===== src/rtl/ccff_chain_loader_if.sv =====
// Stream and chain-side signal bundle for the CCFF chain loader.
// The slave modport is the loader; the master modport is the config port plus chain.
interface ccff_chain_loader_if #(
  parameter int WORD_W = 8
);
  logic              start;
  logic [WORD_W-1:0] s_data;
  logic              s_valid;
  logic              s_ready;
  logic [WORD_W-1:0] m_data;
  logic              m_valid;
  logic              m_ready;
  logic              ccff_head;
  logic              ccff_tail;
  logic              ccff_shift_en;
  logic              busy;
  logic              done;

  modport master (
    output start, s_data, s_valid, m_ready, ccff_tail,
    input  s_ready, m_data, m_valid, ccff_head, ccff_shift_en, busy, done
  );

  modport slave (
    input  start, s_data, s_valid, m_ready, ccff_tail,
    output s_ready, m_data, m_valid, ccff_head, ccff_shift_en, busy, done
  );
endinterface


===== src/rtl/ccff_chain_loader.sv =====
// Serializes configuration words into the CCFF chain head while assembling the
// bits leaving the chain tail into readback words.
module ccff_chain_loader #(
  parameter int CHAIN_LEN = 18,
  parameter int WORD_W    = 8
) (
  input logic             prog_clk,
  input logic             prog_reset,
  ccff_chain_loader_if.slave bus
);
  localparam int CW = $clog2(CHAIN_LEN + 1);
  localparam int IW = $clog2(WORD_W + 1);
  localparam logic [CW-1:0] LAST_BIT = CW'(CHAIN_LEN - 1);
  localparam logic [IW-1:0] LAST_IDX = IW'(WORD_W - 1);

  typedef enum logic [1:0] {IDLE, FETCH, SHIFT, DRAIN} state_t;

  state_t            state, state_nxt;
  logic [WORD_W-1:0] sreg;
  logic [WORD_W-1:0] asm_word, asm_nxt;
  logic [WORD_W-1:0] rb_data;
  logic [CW-1:0]     bit_cnt;
  logic [IW-1:0]     idx;
  logic              rb_valid, done_r;
  logic              hold_free, last_bit, word_end, m_take, accept, s_ready, shift_en;

  // Input and readback words share boundaries, so one index serves both.
  always_comb begin
    hold_free = !rb_valid || bus.m_ready;
    last_bit  = (bit_cnt == LAST_BIT);
    word_end  = (idx == LAST_IDX) || last_bit;
    m_take    = rb_valid && bus.m_ready;
    asm_nxt   = asm_word | (WORD_W'(bus.ccff_tail) << idx);
    s_ready   = 1'b0;
    shift_en  = 1'b0;
    state_nxt = state;
    case (state)
      IDLE:  if (bus.start) state_nxt = FETCH;
      FETCH: begin
        s_ready = 1'b1;
        if (bus.s_valid) state_nxt = SHIFT;
      end
      SHIFT: begin
        shift_en = hold_free;
        if (hold_free && last_bit)      state_nxt = DRAIN;
        else if (hold_free && word_end) state_nxt = FETCH;
      end
      DRAIN: if (m_take) state_nxt = IDLE;
      default: state_nxt = IDLE;
    endcase
    accept = s_ready && bus.s_valid;
  end

  always_ff @(posedge prog_clk) begin
    if (prog_reset) state <= IDLE;
    else            state <= state_nxt;
  end

  always_ff @(posedge prog_clk) begin
    if (prog_reset) begin
      bit_cnt  <= '0;
      idx      <= '0;
      rb_valid <= 1'b0;
      rb_data  <= '0;
      done_r   <= 1'b0;
    end else begin
      done_r <= (state == DRAIN) && m_take;
      if (state == IDLE && bus.start) begin
        bit_cnt <= '0;
        idx     <= '0;
      end else if (shift_en) begin
        bit_cnt <= bit_cnt + CW'(1);
        idx     <= word_end ? '0 : idx + IW'(1);
      end
      // A completed word may replace one being accepted in the same cycle.
      if (shift_en && word_end) begin
        rb_data  <= asm_nxt;
        rb_valid <= 1'b1;
      end else if (m_take) begin
        rb_valid <= 1'b0;
      end
    end
  end

  always_ff @(posedge prog_clk) begin
    if (state == IDLE && bus.start) asm_word <= '0;
    else if (shift_en)              asm_word <= word_end ? '0 : asm_nxt;
    if (accept)        sreg <= bus.s_data;
    else if (shift_en) sreg <= sreg >> 1;
  end

  assign bus.s_ready       = s_ready;
  assign bus.ccff_shift_en = shift_en;
  assign bus.ccff_head     = (state == SHIFT) && sreg[0];
  assign bus.m_data        = rb_data;
  assign bus.m_valid       = rb_valid;
  assign bus.busy          = (state != IDLE);
  assign bus.done          = done_r;
endmodule


===== src/flat_wrapper.sv =====
// flat-port wrapper written by rule: the top's interface ports become plain ports
module ccff_chain_loader_flat 
#(
  parameter int CHAIN_LEN = 18,
  parameter int WORD_W    = 8
)
  (prog_clk, prog_reset, bus_start, bus_s_data, bus_s_valid, bus_m_ready, bus_ccff_tail, bus_s_ready, bus_m_data, bus_m_valid, bus_ccff_head, bus_ccff_shift_en, bus_busy, bus_done);
  ccff_chain_loader_if #(.WORD_W(WORD_W)) bus_i ();
  input logic prog_clk;
  input logic prog_reset;
  input wire logic [$bits(bus_i.start)-1:0] bus_start;
  input wire logic [$bits(bus_i.s_data)-1:0] bus_s_data;
  input wire logic [$bits(bus_i.s_valid)-1:0] bus_s_valid;
  input wire logic [$bits(bus_i.m_ready)-1:0] bus_m_ready;
  input wire logic [$bits(bus_i.ccff_tail)-1:0] bus_ccff_tail;
  output wire logic [$bits(bus_i.s_ready)-1:0] bus_s_ready;
  output wire logic [$bits(bus_i.m_data)-1:0] bus_m_data;
  output wire logic [$bits(bus_i.m_valid)-1:0] bus_m_valid;
  output wire logic [$bits(bus_i.ccff_head)-1:0] bus_ccff_head;
  output wire logic [$bits(bus_i.ccff_shift_en)-1:0] bus_ccff_shift_en;
  output wire logic [$bits(bus_i.busy)-1:0] bus_busy;
  output wire logic [$bits(bus_i.done)-1:0] bus_done;
  assign bus_i.start = bus_start;
  assign bus_i.s_data = bus_s_data;
  assign bus_i.s_valid = bus_s_valid;
  assign bus_i.m_ready = bus_m_ready;
  assign bus_i.ccff_tail = bus_ccff_tail;
  assign bus_s_ready = bus_i.s_ready;
  assign bus_m_data = bus_i.m_data;
  assign bus_m_valid = bus_i.m_valid;
  assign bus_ccff_head = bus_i.ccff_head;
  assign bus_ccff_shift_en = bus_i.ccff_shift_en;
  assign bus_busy = bus_i.busy;
  assign bus_done = bus_i.done;
  ccff_chain_loader #(.CHAIN_LEN(CHAIN_LEN), .WORD_W(WORD_W)) u_core (.prog_clk(prog_clk), .prog_reset(prog_reset), .bus(bus_i));
endmodule

===== config.mk =====
export PLATFORM = sky130hd
export DESIGN_NAME = ccff_chain_loader_flat
export DESIGN_NICKNAME = d
export VERILOG_FILES = /design/src/rtl/ccff_chain_loader_if.sv /design/src/rtl/ccff_chain_loader.sv /design/src/flat_wrapper.sv
export SDC_FILE = /design/constraint.sdc
export NUM_CORES = 1
export LEC_CHECK = 0
export ABC_AREA = 1
export CELL_PAD_IN_SITES_DETAIL_PLACEMENT = 0
export CELL_PAD_IN_SITES_GLOBAL_PLACEMENT = 1
export CORE_UTILIZATION = 35
export CTS_BUF_LIST = sky130_fd_sc_hd__clkbuf_8 sky130_fd_sc_hd__clkbuf_16
export CTS_CLUSTER_DIAMETER = 40
export DETAILED_ROUTE_END_ITERATION = 8
export MAX_ROUTING_LAYER = met4
export PLACE_DENSITY = 0.86
export SYNTH_ARGS = -nofsm -noshare
export SYNTH_HDL_FRONTEND = slang
export SYNTH_SLANG_ARGS = --single-unit

===== constraint.sdc =====
create_clock -name prog_clk -period 1.37 [get_ports prog_clk]
set_input_delay 0.274 -clock prog_clk [delete_from_list [all_inputs] [get_ports prog_clk]]
set_output_delay 0.274 -clock prog_clk [all_outputs]
set_load 0.02 [all_outputs]

==> flow_summary.toml <==
[sta]
finalHoldViolations = 0
maxSlewHeadroom_pct = 85.2
rsz0062_at_grt = "true"
fmax_mhz = 752
period_share_pct = 97.1
final_period_minus_worst_setup_slack_ps = 1330
timing.clock.skew_ps = 4.96
finalHoldWorstSlack_ps = 457
drv_slew = 0
worst-slew-pin-transition_ps = 221
setup_viol = 0

[clocking]
cts_tree = "built"
clock_slew_at_reported_path_ffs_ps = 80
ctsRootBufferMaster = "clkbuf_8"
cts_h_tree_depth = 2
worst_skew_pair.late_latency_ps = 290
cts.sink_count = 37
cts.path.max_buffers = 2
cts_inserted_buffers = 5

[route]
detailedRoute.firstPassIterationCount = 4
drt-initial-drc-count = 69
routed_length_on_met3_um = 84
vias_per_cell = 4.63
via_count = 1477
routed_wire_length_per_instance_um = 10.9
detailroute.wirelength.met2_mm = 1.60
antenna_violating_nets_post_route = 0
detail_route.drc_violations = 0
detail_route.wirelength.met1_mm = 1.72
dr.max_layer_used = "met4"
detail_route.wirelength_mm = 3.47

[floorplanning]
initial_core_util_pct = 37.7
coreArea_sq_um = 4500
io-pin-count = 28
dieWidth_um = 71.6
fp_rows = 24
die_area_sq_um = 5130
die_h_um = 71.6

[place]
port_bufs = 27
placedInstanceArea_sq_um = 2220
dpl.hpwl_mm = 2.52
finalWeightedCongestion = 0.774

[synth]
synthesis.yosys.warnings = 0
synth_commonest_cells = "nand2_1, nor2_1, dfxtp_1, inv_1, a21oi_1"
yosys_most_used_dff = "dfxtp_1"
synth_top_cell_by_area = "dfxtp_1"
syn-num-nets = 224
yosys_register_bits = 37
synth_enable_flop_cells = 8
post_synth_num_cell_types = 30
ys_async_sr_fraction_pct = 0
synth_top_area_share_pct = 34.2
post_synth_inst_count = 207
synth_top_cells_by_area = "dfxtp_1, edfxtp_1, nand2_1, nor2_1, a21oi_1"
syn_area_sq_um = 1700
sequential_fraction_of_the_synthesis_area_pct = 48.4
syn_area_per_cell_sq_um = 8.20
synthMostInstantiatedCell = "nand2_1"

[critical_path]
crit_fanout = 4
critical_path.endpoint_type = "output port"
arrival_ps = 1060
worst_ep_required_time_ps = 1100
cpPeakStageDelay_ps = 370
timing.critical_path.slowest_stage_cell = "dfxtp_4"
critical_path.startpoint_type = "register"
buffer_and_inverter_count_on_the_worst_path = 2
critical_path.top_delay_family = "flip-flops"
worstPathCellList = "nor2_4 -> nand2_4 -> inv_6 -> buf_6"
timing.setup.critical_path_class = "register to output port"

[cells_and_area]
layout.nets = 283
fraction_of_the_core_area_covered_by_cells_at_the_end_of_the_flow_pct = 53.9
fillers = 436
antenna_cells = 0
final_design_area_no_fill_sq_um = 2430
drive_gt1_share_pct = 30.0
synthToLayoutAreaGrowth_pct = 43.2

[grt]
grt_overflow = 0
grt_first_pass_wirelength_mm = 5.71
track_usage_pct = 14.8
grt_antenna_before_repair = 0
vias_in_the_first_global_route = 1345
grt_max_degree = 15

[power]
leakagePower_nw = 1.06
power.ir.vdd_worst_v = 0.000746
total_power_mw = 3.87
p_per_area_nw_per_um2 = 1590

[run_status]
run_status = "complete, no violations"

[run]
max_cap_violations = 0

[min_path]
timing.hold.worst.class = "register to register"
==> path summary, 6_finish.rpt <==
| kind | start | end | slack (ps) | depth (start not counted) |
|---|---|---|---|---|
| max | u_core.state[0]$_SDFFE_PP0P_ | bus_ccff_shift_en | 40 | 4 |
| min reg2reg | u_core.bus.m_data[0]$_SDFFE_PP0P_ | u_core.bus.m_data[0]$_SDFFE_PP0P_ | 460 | 2 |
| min | u_core.bus.m_data[0]$_SDFFE_PP0P_ | u_core.bus.m_data[0]$_SDFFE_PP0P_ | 460 | 2 |
| max reg2reg | u_core.state[1]$_SDFFE_PP0P_ | u_core.sreg[2]$_DFFE_PP_ | 50 | 5 |
==> cell usage in the layout, fill, tap and decap left out, types with 4 or more instances in the layout <==
master / count
nand2_1: 33
nor2_1: 31
buf_4: 26
dfxtp_1: 25
inv_1: 18
a21oi_1: 16
clkdlybuf4s50_1: 12
nand3_1: 11
dlygate4sd2_1: 10
nand2_2: 8
edfxtp_1: 8
mux2_2: 7
clkbuf_8: 5
nor3_1: 4
==> layer usage <==
layer  up-vias  GRT usage, %
li1        786             -
met1       666          17.9
met2        19          23.1
met3         6          4.22
met4         0          6.54
met5         -             -
==> what timing repair did <==
action                                  CTS  global route
pin swaps                                 0             4
gates cloned                              0             0
resized for setup                        40            20
endpoints found under the hold margin     0             0
buffers inserted                          0             1
hold buffers                              0             0
endpoints found under the setup margin   49            30
==> state kept, by name, indices dropped and copies added (netlist names) <==
| register | count |
|---|---|
| u_core.asm_word | 8 |
| u_core.bus.done | 1 |
| u_core.idx | 4 |
| u_core.bus.m_valid | 1 |
| u_core.bus.m_data | 8 |
| u_core.state | 2 |
| u_core.sreg | 8 |
| u_core.bit_cnt | 5 |
==> worst reg2reg max path, delay by kind of cell, from the launching register on <==
kind | cells | cell delay [ps]
DFF | 1 | 340
and+or+nand+nor | 2 | 120
buffers and inverters | 2 | 270
muxes | 1 | 340
==> kinds of logic (layout without fill, tap and decap cells) <==
| family | after synthesis | after routing | synth area share [%] |
|---|---|---|---|
| buffers and inverters | 28 | 88 | 7.60 |
| AO/OA/AOI/OAI | 23 | 23 | 7.08 |
| multiplexers | 7 | 7 | 4.65 |
| AND/OR/NAND/NOR | 105 | 105 | 28.0 |
| XOR/XNOR | 4 | 4 | 2.07 |
| adder cells (fa/ha/maj) | 3 | 3 | 2.21 |
| flip-flops | 37 | 37 | 48.4 |
==> where the power goes <==
part           leakage [nW]  total (mW)  internal, mW  switching, mW
registers             0.311        1.46          1.37         0.0877
clock network        0.0645       0.979         0.576          0.403
logic                 0.683        1.44         0.648          0.789
total                  1.06        3.87          2.59           1.28
==> metrics by stage <==
stage	TNS, ps	setup slack [ps]	instances
3_5_place_dp	-14610	-556	310
4_1_cts	0	9.61	318
6_report	0	39.4	319
5_1_grt	-16.7	-13.6	319
2_1_floorplan	0	37.0	207
3_3_place_gp	-14050	-550	310
==> layout make-up <==
| type | instances | area, sq um | area share, % |
|---|---|---|---|
| clock buffers | 7 | 119 | 4.89 |
| inverters | 24 | 98.8 | 4.07 |
| flip-flops and latches | 37 | 828 | 34.1 |
| well taps | 52 | 65.1 | 2.68 |
| clock inverters | 1 | 5.00 | 0.206 |
| multi-input cells | 142 | 828 | 34.1 |
| repair buffers | 56 | 485 | 20.0 |
Note: power is estimated with default switching activity, not from simulation.
